<file path="config.mk">
export PLATFORM = sky130hd
export DESIGN_NAME = uart_tx_fifo_arbiter
export DESIGN_NICKNAME = d
export VERILOG_FILES = /design/src/rtl/uart_tx_fifo_arbiter_pkg.sv /design/src/rtl/uart_tx_fifo_arbiter_rr_pick.sv /design/src/rtl/uart_tx_fifo_arbiter.sv
export SDC_FILE = /design/constraint.sdc
export NUM_CORES = 1
export LEC_CHECK = 0
export ABC_AREA = 1
export BUFFER_PORTS_ARGS = -buffer_cell sky130_fd_sc_hd__buf_2
export CAP_MARGIN = 20
export CORE_AREA = 2 2 85 46
export DETAILED_ROUTE_END_ITERATION = 8
export DIE_AREA = 0 0 87 48
export GPL_TIMING_DRIVEN = 0
export PLACE_DENSITY = 0.82
export SLEW_MARGIN = 20
export SYNTH_ARGS = -nofsm -noshare
export SYNTH_HDL_FRONTEND = slang
export SYNTH_SLANG_ARGS = --single-unit
export TNS_END_PERCENT = 100
</file>
<file path="constraint.sdc">
create_clock -name i_clk -period 5 [get_ports i_clk]
set_clock_uncertainty 0.1 [all_clocks]
set_input_delay 0.5 -clock i_clk [delete_from_list [all_inputs] [get_ports i_clk]]
set_output_delay 0.5 -clock i_clk [all_outputs]
set_load 0.01 [all_outputs]
</file>
<file path="src/rtl/uart_tx_fifo_arbiter_pkg.sv">
// Shared definitions for the UART TX FIFO write-port arbiter.
//   state_t   : arbiter FSM states (idle / packet owner granted)
//   DEF_B     : default data width of one FIFO word
//   wrap_inc  : modulo-n increment used for the round-robin pointer
package uart_tx_fifo_arbiter_pkg;

   typedef enum logic {
      ST_IDLE  = 1'b0,
      ST_GRANT = 1'b1
   } state_t;

   localparam int DEF_B = 8;

   function automatic int wrap_inc(input int idx, input int n);
      return (idx + 1 >= n) ? 0 : idx + 1;
   endfunction

endpackage

</file>
<file path="src/rtl/uart_tx_fifo_arbiter_rr_pick.sv">
// Combinational round-robin picker.
//   i_req  : N request bits
//   i_ptr  : index searched first; the search continues ptr+1, ... mod N
//   o_sel  : one-hot winner (all-zero when no request)
//   o_idx  : index of the winner
//   o_any  : at least one request present
module uart_tx_fifo_arbiter_rr_pick #(
   parameter int N  = 4,
   parameter int PW = $clog2(N)
) (
   input  logic [N-1:0]  i_req,
   input  logic [PW-1:0] i_ptr,
   output logic [N-1:0]  o_sel,
   output logic [PW-1:0] o_idx,
   output logic          o_any
);

   logic [PW-1:0] cand;

   always_comb begin
      o_sel = '0;
      o_idx = '0;
      o_any = 1'b0;
      cand  = '0;
      for (int k = 0; k < N; k++) begin
         cand = PW'((int'(i_ptr) + k) % N);
         if (!o_any && i_req[cand]) begin
            o_any       = 1'b1;
            o_sel[cand] = 1'b1;
            o_idx       = cand;
         end
      end
   end

endmodule

</file>
<file path="src/rtl/uart_tx_fifo_arbiter.sv">
// Shares the single TX FIFO write port between N byte-stream requesters.
// Round-robin, packet-atomic grant; stalls on FIFO full; releases an owner
// that stops presenting bytes for TIMEOUT cycles.
//   i_clk, i_reset         : clock, asynchronous active-high reset
//   i_req/i_data/i_last    : per-lane byte valid, data (lane i at i*B), end of packet
//   o_ack                  : one-hot, lane byte accepted this cycle
//   o_grant                : registered one-hot owner, zero when idle
//   i_fifo_full            : FIFO cannot accept a write
//   o_fifo_wr/_wr_data     : FIFO write strobe and data
//   o_abort                : one-cycle pulse after a timeout release
//   o_busy                 : an owner is granted
module uart_tx_fifo_arbiter
   import uart_tx_fifo_arbiter_pkg::*;
#(
   parameter int N       = 4,
   parameter int B       = DEF_B,
   parameter int TIMEOUT = 255
) (
   input  logic           i_clk,
   input  logic           i_reset,
   input  logic [N-1:0]   i_req,
   input  logic [N*B-1:0] i_data,
   input  logic [N-1:0]   i_last,
   output logic [N-1:0]   o_ack,
   output logic [N-1:0]   o_grant,
   input  logic           i_fifo_full,
   output logic           o_fifo_wr,
   output logic [B-1:0]   o_fifo_wr_data,
   output logic           o_abort,
   output logic           o_busy
);

   localparam int PW = $clog2(N);
   localparam int CW = $clog2(TIMEOUT + 1);
   localparam logic [CW-1:0] CNT_LAST = CW'(TIMEOUT - 1);

   state_t        state_q, state_d;
   logic [PW-1:0] owner_q, owner_d;
   logic [N-1:0]  grant_q, grant_d;
   logic [PW-1:0] ptr_q, ptr_d;
   logic [CW-1:0] count_q, count_d;
   logic          abort_q, abort_d;

   logic [N-1:0]  pick_sel;
   logic [PW-1:0] pick_idx;
   logic          pick_any;

   logic          busy;
   logic          own_req;
   logic          own_last;
   logic [B-1:0]  own_data;
   logic          wr;

   uart_tx_fifo_arbiter_rr_pick #(.N(N), .PW(PW)) u_pick (
      .i_req (i_req),
      .i_ptr (ptr_q),
      .o_sel (pick_sel),
      .o_idx (pick_idx),
      .o_any (pick_any)
   );

   // Owner lane selection
   always_comb begin
      own_data = '0;
      for (int i = 0; i < N; i++) begin
         if (owner_q == PW'(i)) own_data = i_data[i*B +: B];
      end
   end

   assign busy     = (state_q == ST_GRANT);
   assign own_req  = i_req[owner_q];
   assign own_last = i_last[owner_q];
   assign wr       = busy & own_req & ~i_fifo_full;

   assign o_fifo_wr      = wr;
   assign o_ack          = wr ? grant_q : '0;
   assign o_fifo_wr_data = busy ? own_data : '0;
   assign o_grant        = grant_q;
   assign o_abort        = abort_q;
   assign o_busy         = busy;

   // Next-state: arbitration, packet completion, timeout release
   always_comb begin
      state_d = state_q;
      owner_d = owner_q;
      grant_d = grant_q;
      ptr_d   = ptr_q;
      count_d = count_q;
      abort_d = 1'b0;
      case (state_q)
         ST_IDLE: begin
            if (pick_any) begin
               state_d = ST_GRANT;
               owner_d = pick_idx;
               grant_d = pick_sel;
               count_d = '0;
            end
         end
         ST_GRANT: begin
            if (wr) begin
               count_d = '0;
               if (own_last) begin
                  state_d = ST_IDLE;
                  grant_d = '0;
                  ptr_d   = PW'(wrap_inc(int'(owner_q), N));
               end
            end else if (!own_req) begin
               // Owner idle; a full-FIFO stall with a byte pending neither counts nor clears
               if (count_q == CNT_LAST) begin
                  state_d = ST_IDLE;
                  grant_d = '0;
                  ptr_d   = PW'(wrap_inc(int'(owner_q), N));
                  count_d = '0;
                  abort_d = 1'b1;
               end else begin
                  count_d = count_q + 1'b1;
               end
            end
         end
         default: state_d = ST_IDLE;
      endcase
   end

   always_ff @(posedge i_clk or posedge i_reset) begin
      if (i_reset) begin
         state_q <= ST_IDLE;
         owner_q <= '0;
         grant_q <= '0;
         ptr_q   <= '0;
         count_q <= '0;
         abort_q <= 1'b0;
      end else begin
         state_q <= state_d;
         owner_q <= owner_d;
         grant_q <= grant_d;
         ptr_q   <= ptr_d;
         count_q <= count_d;
         abort_q <= abort_d;
      end
   end

endmodule

</file>
; ---- Word-level counts from Yosys, hierarchy flattened
; Index checks and enable logic that the tools add are counted.
[totals]
ff_bits = 18
out_inout_bits = 19
elab_cells = 118
input_bits = 43
[classes]
n_addsub = 5
muxes = 64
order_cmp = 10
eq_ne = 10
bitwise = 7
reduce_logical = 16
[ops]
columns = op, n
row1 = 8-bit two-way mux, 9
row2 = 4-bit two-way mux, 10
row3 = 1-bit two-way mux, 23
row4 = 2-bit two-way mux, 9
row5 = 8-bit case mux with 2 select lines, 1
row6 = "2-bit by 3-bit < comparator with 1-bit output, second input constant", 5
row7 = 1-bit binary-select mux with 2-bit select, 6
row8 = 4-bit bitwise OR, 3
row9 = "8-bit by 1-bit adder with 8-bit output, second input constant", 1
row10 = 1-bit demux with 2-bit select, 4
row11 = "8-bit == test, second input constant", 1
row12 = "2-bit by 1-bit >= comparator with 1-bit output, second input constant", 4
row13 = 4-bit case mux with 2 select lines, 1
row14 = 4-bit AND reduction, 2
row15 = 1-bit logical AND, 7
row16 = "2-bit adder, second input constant", 2
row17 = "2-bit == test, second input constant", 2
row18 = "2-bit != test, second input constant", 2
row19 = 2-bit AND reduction, 2
row20 = "2-bit by 1-bit adder with 3-bit output, second input constant", 1
row21 = "3-bit >= comparator, second input constant", 1
row22 = 1-bit logical NOT, 3
row23 = "3-bit by 1-bit != test with 1-bit output, second input constant", 1
row24 = "3-bit by 2-bit != test with 1-bit output, second input constant", 1
row25 = 9 further kinds, 11

; ---- Longest topological paths before layout
; Gate-level depths: netlist of the first run.
[logic_depth]
ltp_word = 14
ltp_mapped = 12
mapped_depth_nobuf = 11

; ---- Cells and area by module
; Synthesis of the first run repeated with hierarchy kept, for this count alone.
[unflattened]
hier_cells = 278
area_unflattened_um2 = 1870.5
[by_module_without_submodules]
columns = mod, seq_area_each_um2, instances, cells_each, area_each_um2
row1 = uart_tx_fifo_arbiter, 450.4, 1, 204, 1435.1
row2 = uart_tx_fifo_arbiter_rr_pick, 0.0, 1, 74, 435.4

; ---- Worst setup path before layout of the first run
; Ideal clock, no wire load.
[synth_timing]
path_kind = register to output
from = register owner_q[0]
to = output o_fifo_wr_data[4]
slack_ns = 2.750
required_ns = 4.400
arrival_time_ns = 1.650
path_buffers = 2
stages_incl_launch_ff = 9
cell_sequence = dfrtp_1 -> inv_1 -> ha_1 -> clkbuf_1 -> clkbuf_1 -> a21oi_1 -> o31ai_1 -> o21ai_0 -> nor2_1
[synth_between]
elab_chain_cells = 6
elab_cells_between_ends = 9
cone_classes = 3 x eq/ne / 5 x mux / 1 x reduce/logical
[synth_lines]
columns = item, line
row1 = from (decl), uart_tx_fifo_arbiter.sv:38  ; logic [PW-1:0] owner_q, owner_d;
row2 = from (signal assigned), uart_tx_fifo_arbiter.sv:134  ; owner_q <= owner_d;
row3 = 2-bit logical NOT, uart_tx_fifo_arbiter.sv:66  ; if (owner_q == PW'(i)) own_data = i_data[i*B +: B];
row4 = 8-bit two-way mux (3 in a row), uart_tx_fifo_arbiter.sv:66
row5 = 8-bit two-way mux *, uart_tx_fifo_arbiter.sv:66
row6 = 8-bit two-way mux *, uart_tx_fifo_arbiter.sv:77  ; assign o_fifo_wr_data = busy ? own_data : '0;
row7 = to (decl), uart_tx_fifo_arbiter.sv:28  ; output logic [B-1:0] o_fifo_wr_data,
; Mark *: on every way between the ends. The rest lies on a longest branch, timed or not.

; ---- Worst setup path in the final report of the first run
[layout_timing]
from = register owner_q[0]
to = output o_fifo_wr_data[5]
; The elaborated chain is that of the path after synthesis.

==> impl_results.md, run 1 <==
- Post-synthesis compound-gate area fraction: 0.172
- Share of synthesized cell area in and, or, nand and nor gates: 0.393
- Clock Sink Count: 18
- Status: completed
- Netlist area before placement: 1840 um2
- Most frequent cell after synthesis: sky130_fd_sc_hd__nand2_1
- Cell Int Power: 601 uW
- Mux contribution to synthesized area: 0
- Share of synthesized area occupied by flip-flops and latches: 0.245
- Largest family of logic cells by synthesized area: simple AND/OR/NAND/NOR gates
- Post-Place Cell Area: 2190 um2
- Minimum clock period: 2.96 ns
- Setup repair bufs after CTS: 0
- Data required, critical path: 4.40 ns
- Synth Area in Adders: 0.0886
- R2R cell count: 12
- Bufs on Longest Clock Path: 2
- Mean instance size in the synthesized netlist: 6.51 um2
- Data arrival time of the worst path: 2.36 ns
- Yosys warning total: 0
- Highest net fanout along the worst path: 10
- Async SR Flop Fraction: 1.00
- CTS Root Buffer Type: sky130_fd_sc_hd__clkbuf_8
- Final Cell Area: 2250 um2
- Core Rows: 15
- Top FF cell, synth: sky130_fd_sc_hd__dfrtp_1
- Number of gates on the worst path with buffers counted: 9
- Final period util: 0.592
- Global-route wire length before repair: 7940 um
- Final Wtd Congestion: 0.874
- DRC errors left: 0
- Number of antenna violations at the first check in global routing: 0
- Total routing usage reported by global routing: 0.241
- Cts-stage hold buffer count: 0
- Via-to-Cell Ratio: 5.56
- TritonCTS buffer count: 3
- DRC violation total after the first TritonRoute iteration: 114
- Number of buffers and inverters on the critical path: 4
- Reg-to-reg slack, setup: 2.72 ns
- Xor and xnor area share after synthesis: 0.0239
- FMAX: 338 MHz
- Clock network latency to the later pin of the worst-skew pair: 0.26 ns
- Max-slew headroom: 0.507
- Wire length per cell after detailed routing: 12.8 um
- IO Port Bufs: 61
- I/O pin count: 62
- Switching share of power: 0.549
- Fraction of synthesized cell area taken by the top area cell type: 0.245
- Share of total power in sequential cells: 0.180
- Type of element capturing the critical path: output port
- Horizontal die dimension: 87 um
- Biggest area consumer among synthesized cells: sky130_fd_sc_hd__dfrtp_1
- Unrepaired setup endpoints after global routing: no
- Count of different cell masters after synthesis: 26
- Pin count of the biggest net entering global routing: 19
- Hpwl dp: 3820 um
- Largest voltage drop on the vdd net: 313 uV
- Die Area: 4180 um2
- Cell seen most often among critical-path stages: sky130_fd_sc_hd__clkbuf_1
- Number of routed nets with antenna violations: 0
- Fraction of power consumed by the clock network: 0.093
- Family with the most delay on the worst path: buffers and inverters
- Synth cell count leaders: sky130_fd_sc_hd__nand2_1, sky130_fd_sc_hd__nor2_1, sky130_fd_sc_hd__nand3_1, sky130_fd_sc_hd__a21oi_1, sky130_fd_sc_hd__inv_1
- TritonCTS clock tree: done
- Critical path type: register to output port
- Total inserted antenna cells: 0
- Nets: 404
- Combinational power share: 0.727
- Effective utilization at floorplan: 0.546
- Cells along the critical path: inv_1, ha_1, clkbuf_1, clkbuf_1, a21oi_1, o31ai_1, o21ai_0, nor2_1, buf_2
- Synthesized Nets: 338
- Height of the die: 48 um
- Final wirelength: 4990 um
- CTS clock-pin slew for the worst setup and hold paths: 0.08 ns
- Worst Tran Pin Value: 0.739 ns
- Placeable Area: 3360 um2
- Top cells by area, synth: sky130_fd_sc_hd__dfrtp_1, sky130_fd_sc_hd__nand2_1, sky130_fd_sc_hd__ha_1, sky130_fd_sc_hd__nand3_1, sky130_fd_sc_hd__nor2_1
- Hold crit path type: input port to async pin
- Final-layout fill cell count: 303
- Total of cells resized after clock tree synthesis: 0
- Crit path largest cell delay: 0.47 ns
- Via count of the first global-routing pass: 1,855
- Worst Setup Start Kind: register
- Count of pins over their slew limit: 0
- Switching power summed over all nets: 733 uW
- Slowest cell on the critical path: sky130_fd_sc_hd__dfrtp_1
- Post-route setup TNS: 0 ns
- Final hold vios: 0
- Max Cap Viol: 0
- Power density over the cells: 593 nW/um2
- Flip-flop and latch count after synthesis: 18
- Layout overhead on the synthesized area: 22.5%
- Number of iterations in the first detailed-routing pass: 4
- Total number of vias: 2,164
- Remaining Overflow, GRT: 0
- Number of enable-type register cells in the synthesized netlist: 0
- Final setup fails: 0
- Ratio of cells with drive above 1 in the final layout: 0.239
- Cell leakage power: 0.00122 uW
- H-tree depth: 1
- Overall power of the completed layout: 1330 uW
- Number of standard cells after synthesis: 282
-- layer usage --
metal / part of all wire / vias to the layer above / GRT usage
li1: - / 1071 / -
met1: 0.43 / 984 / 0.289
met2: 0.48 / 99 / 0.467
met3: 0.077 / 10 / 0.0414
met4: 0.011 / 0 / 0.0625
met5: 0 / - / 0
-- cell families after synthesis --
family          count (synthesis)
flops                          18
fa+ha+maj                      13
simple gates                  160
buf+inv                        33
compound gates                 53
xor+xnor                        5
-- registers in the layout (all words and copies together) (netlist names) --
register	cells
o_busy	1
count_q	8
ptr_q	2
o_grant	4
owner_q	2
o_abort	1
-- per-stage QoR --
stage / hold slack, ns / cells / setup slack, ns / util
after global placement: 0.372 / 385 / 2.40 / 0.653
after detailed placement: 0.384 / 385 / 2.37 / 0.653
after floorplan: 0.339 / 282 / 2.75 / -
after CTS: 0.275 / 389 / 2.08 / 0.669
final: 0.254 / 389 / 2.04 / 0.669
after global routing: 0.296 / 389 / 1.89 / 0.669
-- path summary, 6_finish.rpt --
check / startpoint / to
min in group i_clk: o_grant[3] / o_grant[3]
worst min register to register: o_grant[3] / o_grant[3]
worst max register to register: ptr_q[1] / owner_q[1]
max in group asynchronous: i_reset / owner_q[1]
worst max-delay path: owner_q[0] / o_fifo_wr_data[5]
worst min-delay path: i_reset / count_q[1]
-- area by class of cell --
class,count,area (um2),area share
Sequential cell,18,450,0.200
Clock buffer,4,55.1,0.0245
Multi-Input combinational cell,231,1240,0.554
Tap cell,42,52.6,0.0234
Inverter,23,86.3,0.0384
Timing Repair Buffer,61,305,0.136
Buffer,10,53.8,0.0239
-- power groups by stage --
stage / logic [uW] / registers (uW) / clock network [uW]
after CTS: 957 / 239 / 127
after global placement: 928 / 239 / 0
after detailed placement: 951 / 242 / 0
after global routing: 1090 / 247 / 132
final: 970 / 240 / 124
after floorplan: 712 / 235 / 0
-- cell usage in the layout, fill, tap and decap left out, types with 2 or more instances in the layout --
| cell | netlist | routed |
|---|---|---|
| sky130_fd_sc_hd__xor2_1 | 5 | 5 |
| sky130_fd_sc_hd__nand2_4 | 3 | 3 |
| sky130_fd_sc_hd__a21boi_0 | 4 | 4 |
| sky130_fd_sc_hd__clkbuf_1 | 6 | 6 |
| sky130_fd_sc_hd__inv_1 | 21 | 21 |
| sky130_fd_sc_hd__nand2_1 | 67 | 67 |
| sky130_fd_sc_hd__dfrtp_1 | 18 | 18 |
| sky130_fd_sc_hd__nand4_1 | 7 | 7 |
| sky130_fd_sc_hd__nand3_2 | 2 | 2 |
| sky130_fd_sc_hd__o31ai_1 | 8 | 8 |
| sky130_fd_sc_hd__o21ai_2 | 2 | 2 |
| sky130_fd_sc_hd__nor2_1 | 39 | 39 |
| sky130_fd_sc_hd__nor3_1 | 5 | 5 |
| sky130_fd_sc_hd__nand2_2 | 3 | 3 |
| sky130_fd_sc_hd__nor2_4 | 2 | 2 |
| sky130_fd_sc_hd__ha_1 | 13 | 13 |
| sky130_fd_sc_hd__o21ai_0 | 10 | 10 |
| sky130_fd_sc_hd__a21oi_1 | 23 | 23 |
| sky130_fd_sc_hd__buf_2 | 1 | 62 |
| sky130_fd_sc_hd__nand3_1 | 32 | 32 |
| sky130_fd_sc_hd__buf_6 | 2 | 2 |
| sky130_fd_sc_hd__inv_2 | 2 | 2 |
| sky130_fd_sc_hd__clkbuf_8 | 0 | 4 |
| sky130_fd_sc_hd__o21ai_1 | 4 | 4 |
Note: power is estimated with default switching activity, not from simulation.
==> inputs of run 2 (changes only) <==
ABC_AREA = 0   (was 1)
CORE_AREA = 2 2 86 47   (was 2 2 85 46)
DIE_AREA = 0 0 88 49   (was 0 0 87 48)
PLACE_DENSITY = 0.75   (was 0.82)
clock period = 2.9 ns   (was 5 ns; I/O delays follow)
==> impl_results.md, run 2 <==
- Status: completed
- Worst Tran Pin Value: 0.698 ns (-0.0407 ns)
- Critical path type: register to register
- Remaining Overflow, GRT: 0 (unchanged)
- DRC violation total after the first TritonRoute iteration: 109 (-4.4%)
- Synth cell count leaders: sky130_fd_sc_hd__dfrtp_1, sky130_fd_sc_hd__o21ai_0, sky130_fd_sc_hd__nor2_1, sky130_fd_sc_hd__nor3_1, sky130_fd_sc_hd__ha_1
- Final setup fails: 0 (unchanged)
- Share of synthesized area occupied by flip-flops and latches: 0.266 (+0.0205)
- Ratio of cells with drive above 1 in the final layout: 0.311 (+0.0714)
- Wire length per cell after detailed routing: 13.2 um (+3.2%)
- Height of the die: 49 um (+2.1%)
- Number of standard cells after synthesis: 201 (-29%)
- Clock Sink Count: 18 (unchanged)
- Pin count of the biggest net entering global routing: 19 (unchanged)
- Final period util: 0.918
- Largest register FFs: 8 (unchanged)
- Most common cell after layout, fill and taps aside: sky130_fd_sc_hd__buf_2
- TritonCTS buffer count: 3 (unchanged)
- Hold crit path type: input port to async pin
- Layout overhead on the synthesized area: 25.3%
- Via count of the first global-routing pass: 1,556 (-16%)
- Synthesized Nets: 257 (-24%)
- Total number of vias: 1,754 (-19%)
- Top cells by area, synth: sky130_fd_sc_hd__dfrtp_1, sky130_fd_sc_hd__ha_1, sky130_fd_sc_hd__a221oi_1, sky130_fd_sc_hd__o21ai_0, sky130_fd_sc_hd__nor2b_1
- Most frequent cell after synthesis: sky130_fd_sc_hd__dfrtp_1
- Worst Setup Start Kind: register
- Hpwl dp: 3300 um (-14%)
- Yosys warning total: 0 (unchanged)
- Largest voltage drop on the vdd net: 410 uV (+31%)
- Number of enable-type register cells in the synthesized netlist: 0 (unchanged)
- DRC errors left: 0 (unchanged)
- Unrepaired setup endpoints after global routing: no
- FMAX: 375 MHz
- Power density over the cells: 934 nW/um2 (+57%)
- Post-Route Utilization: 0.586 (-0.0833)
- Highest net fanout along the worst path: 10 (unchanged)
- Total inserted antenna cells: 0 (unchanged)
- Flip-flop and latch count after synthesis: 18 (unchanged)
- Clock network latency to the later pin of the worst-skew pair: 0.25 ns (about the same)
- Final-layout fill cell count: 301 (-0.66%)
- Bufs on Longest Clock Path: 2 (unchanged)
- IO Port Bufs: 60 (-1.6%)
- Data required, critical path: 2.99 ns (-1.41 ns)
- Biggest area consumer among synthesized cells: sky130_fd_sc_hd__dfrtp_1
- Mean instance size in the synthesized netlist: 8.43 um2 (+29%)
- Global-route wire length before repair: 7320 um (-7.8%)
- Placeable Area: 3620 um2 (+7.9%)
- Multi-input gate area in the final layout: 1160 um2 (-6.7%)
- Effective utilization at floorplan: 0.468 (-0.0788)
- Most flops, register: count_q
- Number of routed nets with antenna violations: 0 (unchanged)
- Final Wtd Congestion: 0.821 (-6.0%)
- Horizontal die dimension: 88 um (+1.1%)
- Total routing usage reported by global routing: 0.212 (-0.0295)
- Data arrival time of the worst path: 2.75 ns (+0.39 ns)
- Minimum clock period: 2.66 ns
- Async SR Flop Fraction: 1.00 (unchanged)
- I/O pin count: 62 (unchanged)
- Highest-count cells in the layout ignoring fill and taps: sky130_fd_sc_hd__buf_2, sky130_fd_sc_hd__dfrtp_1, sky130_fd_sc_hd__o21ai_0
- Setup repair bufs after CTS: 0 (unchanged)
- Type of element capturing the critical path: register
- Storage cell area: 452 um2 (+0.28%)
- Nets: 321 (-21%)
- Final hold vios: 0 (unchanged)
- CTS clock-pin slew for the worst setup and hold paths: 0.07 ns (about the same)
- Top FF cell, synth: sky130_fd_sc_hd__dfrtp_1
- Number of iterations in the first detailed-routing pass: 4 (unchanged)
- Number of antenna violations at the first check in global routing: 0 (unchanged)
- Final wirelength: 4210 um (-16%)
- Cell leakage power: 0.000994 uW (-19%)
- Fraction of synthesized cell area taken by the top area cell type: 0.266 (+0.0205)
- Post-route setup TNS: 0 ns (unchanged)
- Netlist area before placement: 1690 um2 (-7.7%)
- Via-to-Cell Ratio: 5.52 (-0.85%)
- Core Rows: 16 (+1)
- Die Area: 4310 um2 (+3.3%)
- H-tree depth: 1 (unchanged)
- Count of different cell masters after synthesis: 38 (+46%)
- Max Cap Viol: 0 (unchanged)
- Count of pins over their slew limit: 0 (unchanged)
- Max-slew headroom: 0.534 (+0.0271)
- Cts-stage hold buffer count: 0 (unchanged)
- CTS Root Buffer Type: sky130_fd_sc_hd__clkbuf_8
- TritonCTS clock tree: done
## run 2: path summary, 6_finish.rpt
check	cells past startpoint	from	slack, ns	end
worst min-delay path	2	i_reset	0.04	count_q[6]
max in group asynchronous	2	i_reset	2.18	ptr_q[0]
worst max register to register	8	ptr_q[0]	0.24	o_grant[2]
worst max-delay path	8	ptr_q[0]	0.24	o_grant[2]
min in group i_clk	1	count_q[7]	0.42	count_q[7]
worst min register to register	1	count_q[7]	0.42	count_q[7]
## run 2: critical path, stage by stage, from the launching register on
cell and delay, ns:
sky130_fd_sc_hd__dfrtp_2 0.47, sky130_fd_sc_hd__clkbuf_2 0.25, sky130_fd_sc_hd__inv_1 0.12, sky130_fd_sc_hd__ha_1 0.42
sky130_fd_sc_hd__mux4_2 0.43, sky130_fd_sc_hd__nor3_2 0.27, sky130_fd_sc_hd__a221oi_1 0.13, sky130_fd_sc_hd__nor3_1 0.26
sky130_fd_sc_hd__a221o_1 0.15
## run 2: kinds of logic (layout without fill, tap and decap cells)
group	Yosys count	in the layout	synth area share
buffers and inverters	20	83	0.0532
adders and majority gates	13	13	0.0960
and+or+nand+nor	83	83	0.272
DFF	18	18	0.266
muxes	9	9	0.0783
AOI/OAI and AO/OA	58	58	0.235
## run 2: report_power, final
group / total (uW) / switching (uW) / internal [uW]
Clock: 204 / 83.1 / 121
Sequential: 448 / 118 / 329
Combinational: 1330 / 733 / 599
Total: 1980 / 935 / 1050
## run 2: through the flow
stage,area [um2],setup WS [ns],std cells,hold WS (ns),total power [uW]
final,2120,0.237,318,0.0376,1980
after global routing,2120,0.0444,318,0.101,2200
after CTS,2120,0.0487,319,0.0576,1980
after detailed placement,2060,-0.102,315,0.331,1760
after global placement,2060,-0.0380,315,0.330,1750
after floorplan,1690,0.407,201,0.129,1400
## run 2: final cells by class
class                           count  area share
Buffer                             10      0.0253
Clock buffer                        4      0.0259
Inverter                            9      0.0159
Multi-Input combinational cell    163       0.547
Sequential cell                    18       0.213
Tap cell                           54      0.0318
Timing Repair Buffer               60       0.141
## run 2: repair_timing
action | 4_1_cts | 5_1_grt
endpoints found under the hold margin | 0 | 0
gates resized for setup | 1 | 4
endpoints found under the setup margin | 4 | 11
## run 2: layer usage
layer	share of wire	global-route usage	vias up
li1	-	-	878
met1	0.50	0.319	787
met2	0.42	0.322	89
met3	0.080	0.0474	0
met4	0	0.0205	0
met5	0	0	-
==> inputs of run 3 (changes only) <==
HOLD_SLACK_MARGIN = 0.15   (was default)
clock period = 2.94 ns   (was 2.9 ns; I/O delays follow)
==> impl_results.md, run 3 (synthesis results as in run 2) <==
- Power density over the cells: 918 nW/um2 (-1.7%)
- Clock Sink Count: 18 (unchanged)
- Number of iterations in the first detailed-routing pass: 4 (unchanged)
- FMAX: 376 MHz (+0.24%)
- Worst hold path endpoint: count_q[7]
- Post-Route Utilization: 0.588 (+0.00207)
- Max-slew headroom: 0.532 (-0.00197)
- IO Port Bufs: 60 (unchanged)
- Final wirelength: 4220 um (+0.29%)
- Via count of the first global-routing pass: 1,556 (unchanged)
- Final period util: 0.904 (-0.0147)
- Die Area: 4310 um2 (unchanged)
- Global-route wire length before repair: 7320 um (unchanged)
- Overall power of the completed layout: 1960 uW (-1.4%)
- Most flops, register: count_q
- Worst path setup slack after routing: 0.283 ns (+0.0465 ns)
- Total inserted antenna cells: 0 (unchanged)
- Origin of the critical flop-to-flop path: ptr_q[0]
- Core Rows: 16 (unchanged)
- Bufs on Longest Clock Path: 2 (unchanged)
- Placeable Area: 3620 um2 (unchanged)
- Ratio of cells with drive above 1 in the final layout: 0.306 (-0.00495)
- Worst hold path cell count: 1
- Effective utilization at floorplan: 0.468 (unchanged)
- Final hold vios: 0 (unchanged)
- Largest voltage drop on the vdd net: 400 uV (-2.4%)
- Data required, critical path: 3.03 ns (+0.04 ns)
- Highest net fanout along the worst path: 10 (unchanged)
- Cell leakage power: 0.00100 uW (+0.59%)
- Minimum clock period: 2.66 ns (-0.00650 ns)
- DRC violation total after the first TritonRoute iteration: 130 (+19%)
- Clock network latency to the later pin of the worst-skew pair: 0.25 ns (about the same)
- Highest-count cells in the layout ignoring fill and taps: sky130_fd_sc_hd__buf_2, sky130_fd_sc_hd__dfrtp_1, sky130_fd_sc_hd__o21ai_0
- Remaining Overflow, GRT: 0 (unchanged)
- Total routing usage reported by global routing: 0.212 (unchanged)
- Total number of vias: 1,760 (+0.34%)
- I/O pin count: 62 (unchanged)
- Type of element capturing the critical path: register
- Most common cell after layout, fill and taps aside: sky130_fd_sc_hd__buf_2
- Horizontal die dimension: 88 um (unchanged)
- TritonCTS buffer count: 3 (unchanged)
- CTS Root Buffer Type: sky130_fd_sc_hd__clkbuf_8
- Number of routed nets with antenna violations: 0 (unchanged)
- Worst Tran Pin Value: 0.701 ns (+0.00296 ns)
- Final setup fails: 0 (unchanged)
- Wire length per cell after detailed routing: 13.2 um (about the same)
- Hpwl dp: 3300 um (unchanged)
- DRC errors left: 0 (unchanged)
- Height of the die: 49 um (unchanged)
- Number of antenna violations at the first check in global routing: 0 (unchanged)
- Reg-to-reg slack, setup: 0.28 ns (+0.05 ns)
- Post-place setup slack: -0.0615 ns (+0.0400 ns)
- R2R cell count: 8 (unchanged)
- Critical path type: register to register
- CTS clock-pin slew for the worst setup and hold paths: 0.07 ns (about the same)
- TritonCTS clock tree: done
- Largest register FFs: 8 (unchanged)
- Pin count of the biggest net entering global routing: 19 (unchanged)
- Data arrival time of the worst path: 2.75 ns (about the same)
- Count of pins over their slew limit: 0 (unchanged)
- Terminus of the critical flop-to-flop path: o_grant[2]
- Max Cap Viol: 0 (unchanged)
- Unrepaired setup endpoints after global routing: no
- Status: completed
- Nets: 322 (+0.31%)
- Worst Setup Start Kind: register
- Worst min-delay path startpoint: count_q[7]
- Post-route setup TNS: 0 ns (unchanged)
- H-tree depth: 1 (unchanged)
- Hold crit path type: register to register
- Final Cell Area: 2130 um2 (+0.35%)
- Layout overhead on the synthesized area: 25.8%
- Via-to-Cell Ratio: 5.52 (about the same)
- Final Wtd Congestion: 0.821 (unchanged)
- Post-Place Cell Area: 2060 um2 (unchanged)
## run 3: changes by cell type in the layout (fill, tap and decap cells not counted), sizes merged
cell | previous run | this run
dlygate4sd3 | 0 | 1
## run 3: final cells by class
type	instances	area, um2
plain buffers	10	53.8
clock buffers	4	55.1
fillers	302	1490
inverters	9	33.8
multi-input cells	163	1160
flip-flops and latches	18	452
well taps	54	67.6
repair buffers	61	310
## run 3: worst max-delay path by stage
stage / slack, ns / to / from
final: 0.28 / o_grant[2] / ptr_q[0]
after global routing: 0.008 / o_fifo_wr_data[5] / owner_q[1]
after CTS: 0.09 / o_grant[2] / ptr_q[0]
after detailed placement: -0.06 / o_grant[2] / ptr_q[0]
after global placement: 0.002 / o_grant[2] / ptr_q[0]
after floorplan: 0.45 / o_grant[3] / ptr_q[0]
## run 3: layer usage
metal  track usage  wire length (um)
met4        0.0205                 0
met3        0.0474               297
met2         0.322              1740
met1         0.319              2180
met5             0                 0
## run 3: per-stage QoR
| stage | instances | hold WS (ns) |
|---|---|---|
| after global placement | 315 | 0.334 |
| after CTS | 320 | 0.408 |
| after global routing | 319 | 0.422 |
| after floorplan | 201 | 0.133 |
| after detailed placement | 315 | 0.335 |
| final | 319 | 0.419 |
## run 3: worst max-delay path: stages (launching register included)
cell and delay, ns:
sky130_fd_sc_hd__dfrtp_2 0.47, sky130_fd_sc_hd__clkbuf_2 0.25, sky130_fd_sc_hd__inv_1 0.12, sky130_fd_sc_hd__ha_1 0.41, sky130_fd_sc_hd__mux4_2 0.43, sky130_fd_sc_hd__nor3_2 0.27
sky130_fd_sc_hd__a221oi_1 0.13, sky130_fd_sc_hd__nor3_1 0.26, sky130_fd_sc_hd__a221o_1 0.15
## run 3: repair_timing
item                       CTS  global route
gates resized for setup      1             3
setup buffers                0             0
hold buffers                 1             0
hold endpoints to repair    18             0
setup endpoints to repair    1            11
## run 3: where the power goes
| group | internal (uW) | switching (uW) |
|---|---|---|
| Combinational | 589 | 724 |
| Clock | 119 | 81.7 |
| Sequential | 325 | 117 |
| Total | 1030 | 923 |
